--- config.mk ---
export PLATFORM = sky130hd
export DESIGN_NAME = apb_master_bridge
export DESIGN_NICKNAME = d
export VERILOG_FILES = /design/src/rtl/apb_master_bridge.sv
export SDC_FILE = /design/constraint.sdc
export NUM_CORES = 1
export LEC_CHECK = 0
export ABC_AREA = 1
export CORE_UTILIZATION = 45
export CTS_CLUSTER_SIZE = 25
export DETAILED_ROUTE_END_ITERATION = 16
export GPL_TIMING_DRIVEN = 1
export PLACE_DENSITY = 0.86
export REMOVE_ABC_BUFFERS = 1
export SETUP_SLACK_MARGIN = 0.4
export SLEW_MARGIN = 40
export SYNTH_ARGS = -nofsm -noshare
export SYNTH_HDL_FRONTEND = slang
export SYNTH_SLANG_ARGS = --single-unit
--- constraint.sdc ---
create_clock -name clk -period 2.8 [get_ports clk]
set_clock_uncertainty 0.15 [all_clocks]
set_input_delay 0.56 -clock clk [delete_from_list [all_inputs] [get_ports clk]]
set_output_delay 0.56 -clock clk [all_outputs]
set_load 0.01 [all_outputs]
--- src/rtl/apb_master_bridge.sv ---
// APB initiator: converts single-beat local register requests into APB
// SETUP/ACCESS transfers, tracks pready wait states, and aborts with an
// error response when the slave stalls for TIMEOUT ACCESS cycles.
// One transfer is outstanding at a time; every output is a flop.
`timescale 1ns/1ps
module apb_master_bridge #(
  parameter int ADDR_W  = 12,
  parameter int DATA_W  = 32,
  parameter int TIMEOUT = 16
) (
  input  logic              clk,
  input  logic              rst,
  // local command channel
  input  logic              cmd_valid,
  output logic              cmd_ready,
  input  logic              cmd_write,
  input  logic [ADDR_W-1:0] cmd_addr,
  input  logic [DATA_W-1:0] cmd_wdata,
  // local response channel
  output logic              rsp_valid,
  input  logic              rsp_ready,
  output logic [DATA_W-1:0] rsp_rdata,
  output logic              rsp_err,
  output logic              rsp_timeout,
  // APB initiator
  output logic              psel,
  output logic              penable,
  output logic              pwrite,
  output logic [ADDR_W-1:0] paddr,
  output logic [DATA_W-1:0] pwdata,
  input  logic [DATA_W-1:0] prdata,
  input  logic              pready,
  input  logic              pslverr
);

  localparam logic [1:0] S_IDLE   = 2'd0;
  localparam logic [1:0] S_SETUP  = 2'd1;
  localparam logic [1:0] S_ACCESS = 2'd2;
  localparam logic [1:0] S_RESP   = 2'd3;

  // Wide enough to hold TIMEOUT-1; the abort fires at that value so the
  // counter can never wrap.
  localparam int               CNT_W     = $clog2(TIMEOUT);
  localparam logic [CNT_W-1:0] LAST_WAIT = CNT_W'(TIMEOUT - 1);

  logic [1:0]        r_state;
  logic [CNT_W-1:0]  r_wait_cnt;
  logic              r_cmd_ready;
  logic              r_psel;
  logic              r_penable;
  logic              r_pwrite;
  logic [ADDR_W-1:0] r_paddr;
  logic [DATA_W-1:0] r_pwdata;
  logic              r_rsp_valid;
  logic [DATA_W-1:0] r_rsp_rdata;
  logic              r_rsp_err;
  logic              r_rsp_timeout;

  logic              w_last_wait;

  // Final permitted ACCESS cycle without pready.
  assign w_last_wait = (r_wait_cnt == LAST_WAIT);

  // Transfer sequencer: IDLE -> SETUP -> ACCESS (waits) -> RESP -> IDLE.
  always_ff @(posedge clk) begin
    if (rst) begin
      // NOTE: state is updated with non-blocking assignments so every flop
      // samples the pre-edge values, independent of statement order.
      r_state       <= S_IDLE;
      r_wait_cnt    <= '0;
      r_cmd_ready   <= 1'b1;
      r_psel        <= 1'b0;
      r_penable     <= 1'b0;
      r_pwrite      <= 1'b0;
      r_paddr       <= '0;
      r_pwdata      <= '0;
      r_rsp_valid   <= 1'b0;
      r_rsp_rdata   <= '0;
      r_rsp_err     <= 1'b0;
      r_rsp_timeout <= 1'b0;
    end else begin
      case (r_state)
        S_IDLE: begin
          if (cmd_valid) begin
            r_paddr     <= cmd_addr;
            r_pwrite    <= cmd_write;
            r_pwdata    <= cmd_write ? cmd_wdata : '0;
            r_psel      <= 1'b1;
            r_penable   <= 1'b0;
            r_cmd_ready <= 1'b0;
            r_state     <= S_SETUP;
          end
        end

        S_SETUP: begin
          r_penable  <= 1'b1;
          r_wait_cnt <= '0;
          r_state    <= S_ACCESS;
        end

        S_ACCESS: begin
          // pready has priority over the timeout limit on the same cycle.
          if (pready) begin
            r_rsp_rdata   <= r_pwrite ? '0 : prdata;
            r_rsp_err     <= pslverr;
            r_rsp_timeout <= 1'b0;
            r_psel        <= 1'b0;
            r_penable     <= 1'b0;
            r_rsp_valid   <= 1'b1;
            r_state       <= S_RESP;
          end else if (w_last_wait) begin
            r_rsp_rdata   <= '0;
            r_rsp_err     <= 1'b1;
            r_rsp_timeout <= 1'b1;
            r_psel        <= 1'b0;
            r_penable     <= 1'b0;
            r_rsp_valid   <= 1'b1;
            r_state       <= S_RESP;
          end else begin
            r_wait_cnt <= r_wait_cnt + CNT_W'(1);
          end
        end

        S_RESP: begin
          // Response is held until taken; the next command waits for IDLE.
          if (rsp_ready) begin
            r_rsp_valid <= 1'b0;
            r_cmd_ready <= 1'b1;
            r_state     <= S_IDLE;
          end
        end

        default: begin
          r_state <= S_IDLE;
        end
      endcase
    end
  end

  assign cmd_ready   = r_cmd_ready;
  assign psel        = r_psel;
  assign penable     = r_penable;
  assign pwrite      = r_pwrite;
  assign paddr       = r_paddr;
  assign pwdata      = r_pwdata;
  assign rsp_valid   = r_rsp_valid;
  assign rsp_rdata   = r_rsp_rdata;
  assign rsp_err     = r_rsp_err;
  assign rsp_timeout = r_rsp_timeout;

endmodule

=== Yosys cells after proc, flatten, opt, wreduce, memory -nomap -nowiden ===
Index checks and enable logic that the tools add are counted.

* Flip-flop bits (word level): 89
* Output and inout bits: 83

* Equal/unequal tests: 9
* Multiplexer cells: 26
* Reduce and logical (&&, ||, !) cells: 15
* Add/subtract/negate cells: 1

{| class="wikitable"
|+ Operators by type and width
! operator !! number
|-
| $mux 32 || 4
|-
| $reduce_and 3->1 || 6
|-
| $mux 1 || 10
|-
| $reduce_bool 2->1 || 5
|-
| $mux 2 || 4
|-
| $mux 4 || 2
|-
| $ne 2x2->1 const B || 4
|-
| $pmux 2 s4 || 1
|-
| $pmux 4 s2 || 1
|-
| $pmux 1 s2 || 3
|-
| $add 4x1->4 const B || 1
|-
| $eq 2x2->1 const B || 2
|-
| $eq 4x4->1 const B || 1
|-
| $reduce_and 2->1 || 2
|-
| $ne 3x3->1 const B || 1
|-
| $pmux 1 s3 || 1
|-
| $reduce_bool 3->1 || 1
|-
| $eq 2x1->1 const B || 1
|-
| $logic_not 2->1 || 1
|}

=== Depth between registers and ports, before layout ===
* Depth in word-level cells: 4
* Gate-level depth with buffers: 9
* Depth with buffers taken out: 9

=== Worst setup path after synthesis ===
No wires, ideal clock.

* Kind: reg2reg
* Start point: register r_state[0]
* End point: register r_pwdata[0], in the netlist pwdata[0]
* Period minus slack after synthesis: 1.534 ns
* Cell stages (with the launch flop): 7
* Library setup time: 0.070 ns
* Data arrival time: 1.314 ns
* Path slack: 1.266 ns
* Data required time: 2.580 ns
* Cells stage by stage: dfxtp_1 > inv_1 > ha_1 > nand2_2 > clkbuf_1 > nand2_1 > a21oi_1

* Cells in the longest elaborated chain, start to end: 2

{| class="wikitable"
|+ Ends and longest elaborated chain
! what !! line !! text
|-
| start: declaration || 46 || <nowiki>logic [1:0] r_state;</nowiki>
|-
| start signal: assignment || 69 || <nowiki>r_state <= S_IDLE;</nowiki>
|-
| start signal: assignment || 91 || <nowiki>r_state <= S_SETUP;</nowiki>
|-
| start signal: assignment || 98 || <nowiki>r_state <= S_ACCESS;</nowiki>
|-
| $logic_not 2->1 || 82 || <nowiki>case (r_state)</nowiki>
|-
| $reduce_and 2->1 (no source line) || -- ||
|-
| end signal: assignment || 87 || <nowiki>r_pwdata <= cmd_write ? cmd_wdata : '0;</nowiki>
|-
| end: declaration || 53 || <nowiki>logic [DATA_W-1:0] r_pwdata;</nowiki>
|}

No other way between the ends.
A chain may end at the register's enable or synchronous reset.

=== Worst setup path in the final report ===
* Start point: register r_paddr[3], in the netlist paddr[3]
* End point: output paddr[3]

{| class="wikitable"
|+ RTL lines
! what !! line !! text
|-
| start: declaration || 52 || <nowiki>logic [ADDR_W-1:0] r_paddr;</nowiki>
|-
| start signal: assignment || 85 || <nowiki>r_paddr <= cmd_addr;</nowiki>
|-
| end: declaration || 29 || <nowiki>output logic [ADDR_W-1:0] paddr,</nowiki>
|}

No word-level cell between the ends.

==> impl_results.md <==
- Outcome: complete, no violations
- Final Cycle Share: 0.709
- Critical Path End Type: output pin
- RSZ-0062 raised after global routing: no
- CTS clk-pin slew, worst paths: 0.09 ns
- Crit-path leading delay family: buffers and inverters
- Syn Inst Count: 504
- Largest net degree at the start of global routing: 54
- Worst path max stage delay: 0.60 ns
- Worst path bufs/invs: 1
- Routability-driven placement congestion ratio: 0.812
- Routed len/inst: 12.4 um
- Post-CTS Repair Setup Buffers: 0
- Slowest CP cell: clkdlybuf4s50_1
- Worst Min Path Start: pwdata[13]$_SDFFE_PP0P_
- Worst VDD drop: 0.000403 V
- Vias in the first global route: 3464
- Post-synth cell types: 23
- Worst reg-to-reg setup slack: 0.88 ns
- Seq/Total Area, Yosys: 0.493
- Final setup margin: 0.814 ns
- Critical R2R Capture: r_wait_cnt[2]$_SDFFE_PP0P_
- Cell Chain, Critical Path: clkdlybuf4s50_1
- Via count: 3625
- Area post-placement: 5280 um2
- Final TNS setup: 0 ns
- CTS Buf Count: 9
- Data required time of the worst path: 2.09 ns
- Max Fclk: 0.503 GHz
- Post-DRT Antenna Nets: 0
- Avg Inst Size Synth: 7.17 um2
- Global-route wire length before repair: 15700 um
- Fill cells: 634
- Die area: 8390 um2
- Initial antenna violation count: 0
- Effective utilization at floorplan: 0.468
- Share of cells above drive strength 1: 0.0422
- Post-synthesis cell area: 3610 um2
- Top cell type's share of synthesized area: 0.493
- Leading area contributor after synthesis: dfxtp_1
- Chip Width: 91.6 um
- GR Util All Layers: 0.233
- # hold bufs at CTS: 0
- Worst-skew pair later-pin latency: 0.35 ns
- CTS tree: yes
- CP Data Arrival Time: 1.28 ns
- Ranking of synthesized cells by area: dfxtp_1 49%, nor2_1 14%, nand2_1 9.6%
- Hold Path End: pwdata[13]$_SDFFE_PP0P_
- Initial DRC Count: 119
- Yosys warns: 0
- Slew @ Worst Pin: 0.470 ns
- Dpl hpwl: 6920 um
- Clock root buffer: clkbuf_8
- Crit Path Max Fanout: 2
- Vias/cell: 4.73
- Inserted Diodes: 0
- Global route total overflow: 0
- Final max-slew violation count: 0
- Die Y: 91.6 um
- Port Buffers: 165
- Reg2reg start: r_state[0]$_SDFFE_PP0P_
- Cells on worst reg2reg path: 6
- Core area: 7730 um2
- Detailed-route DRC error count: 0
- Worst hold path cell count: 2
- Syn-to-layout area delta: 51.6%
- H-tree levels: 3
- P_leak: 2.24 nW
- Pwr dens: 712 nW/um2
- Row cnt: 32
- Startpoint types: flip-flop
- Hold Vio Cnt, Final: 0
- Slew headroom: 0.686
- # Max-Cap Violations: 0
- Clock Path Buffers: 2
- Post-layout nets: 749
- Sink Count: 89
- Ports: 166
- Final WL: 9530 um
- Seq cells post-synth: 89
- Worst hold path class: flip-flop to flip-flop
- Final instance area: 5480 um2
- Initial DRT Pass Iterations: 4
- Setup slack at placement: 0.562 ns
- Min Tclk post-route: 1.99 ns
- Critical path type: flip-flop to output pin
- Setup violators final: 0
- Post-CTS sizing: 0
[how the worst max path moves through the flow]
stage	startpoint	to	slack, ns	depth (start not counted)
final	paddr[3]$_SDFFE_PP0P_	paddr[3]	0.81	1
after global routing	r_state[0]$_SDFFE_PP0P_	rsp_rdata[30]$_SDFFE_PP0P_	0.68	6
after CTS	paddr[3]$_SDFFE_PP0P_	paddr[3]	0.80	1
after detailed placement	pready	rsp_rdata[25]$_SDFFE_PP0P_	0.56	7
after global placement	pready	rsp_rdata[12]$_SDFFE_PP0P_	0.62	7
after floorplan	r_state[0]$_SDFFE_PP0P_	pwdata[0]$_SDFFE_PP0P_	0.88	6
[cells in the mapped netlist]
master and number:
buf_1 2, a21oi_1 38, o21a_1 1, nand2_2 2
clkbuf_2 3, buf_8 1, ha_1 7, buf_4 3
clkinv_4 1, nand2_4 1, nand3b_1 1, nand3_1 10
nor2_1 136, nor2_4 1, buf_6 3, clkbuf_1 11
nand2_1 92, nand4_1 1, dfxtp_1 89, o21ai_0 46
nand3_2 1, inv_1 50, buf_2 4
[registers in the layout, indices dropped and copies added, names as in the netlist]
| signal | flops |
|---|---|
| cmd_ready | 1 |
| paddr | 12 |
| penable | 1 |
| psel | 1 |
| pwdata | 32 |
| pwrite | 1 |
| r_state | 2 |
| r_wait_cnt | 4 |
| rsp_err | 1 |
| rsp_rdata | 32 |
| rsp_timeout | 1 |
| rsp_valid | 1 |
[cell families after synthesis]
kind of cell | synth area share
AND/OR/NAND/NOR | 0.267
flip-flops | 0.493
AO/OA/AOI/OAI | 0.118
buffers and inverters | 0.0973
adder cells (fa/ha/maj) | 0.0242
[through the flow]
step	utilization	instances	power [mW]	hold WS, ns
2_1_floorplan	-	477	2.33	0.327
3_3_place_gp	0.684	750	3.02	0.301
3_5_place_dp	0.684	750	3.07	0.306
4_1_cts	0.709	766	3.93	0.320
5_1_grt	0.709	766	4.17	0.341
6_report	0.709	766	3.90	0.321
[metal layers]
metal,vias up,wire length [um],GRT usage
met5,-,0,0
met4,0,154,0.0886
met3,13,1070,0.0962
met2,155,4370,0.395
met1,1605,3930,0.261
li1,1852,-,-
[power by group]
part / switching, mW / internal (mW) / leakage (nW) / total [mW]
sequential: 0.132 / 1.49 / 0.726 / 1.63
clock: 0.455 / 0.413 / 0.0994 / 0.867
combinational: 0.714 / 0.691 / 1.42 / 1.41
total: 1.30 / 2.60 / 2.24 / 3.90
[area by class of cell]
type | instances | area [um2] | area share
flip-flops and latches | 89 | 1780 | 0.325
multi-input cells | 337 | 1480 | 0.270
repair buffers | 171 | 1700 | 0.310
inverters | 51 | 196 | 0.0359
clock buffers | 9 | 124 | 0.0226
clock inverters | 7 | 70.1 | 0.0128
well taps | 102 | 128 | 0.0233
[layout by cell type, fill, tap and decap left out]
cell,count
dfxtp_1,89
o21ai_0,46
buf_4,6
clkdlybuf4s50_1,165
nand2_1,92
clkinvlp_4,1
bufinv_16,1
nand4_1,1
clkinv_4,2
ha_1,7
nand3_1,10
nand2_2,2
nor2_4,1
nand2_4,1
a21oi_1,38
inv_6,1
clkbuf_8,9
nand3_2,1
o21a_1,1
clkinv_2,3
nor2_1,136
inv_1,50
nand3b_1,1
Power figures use the tool's default switching activity.
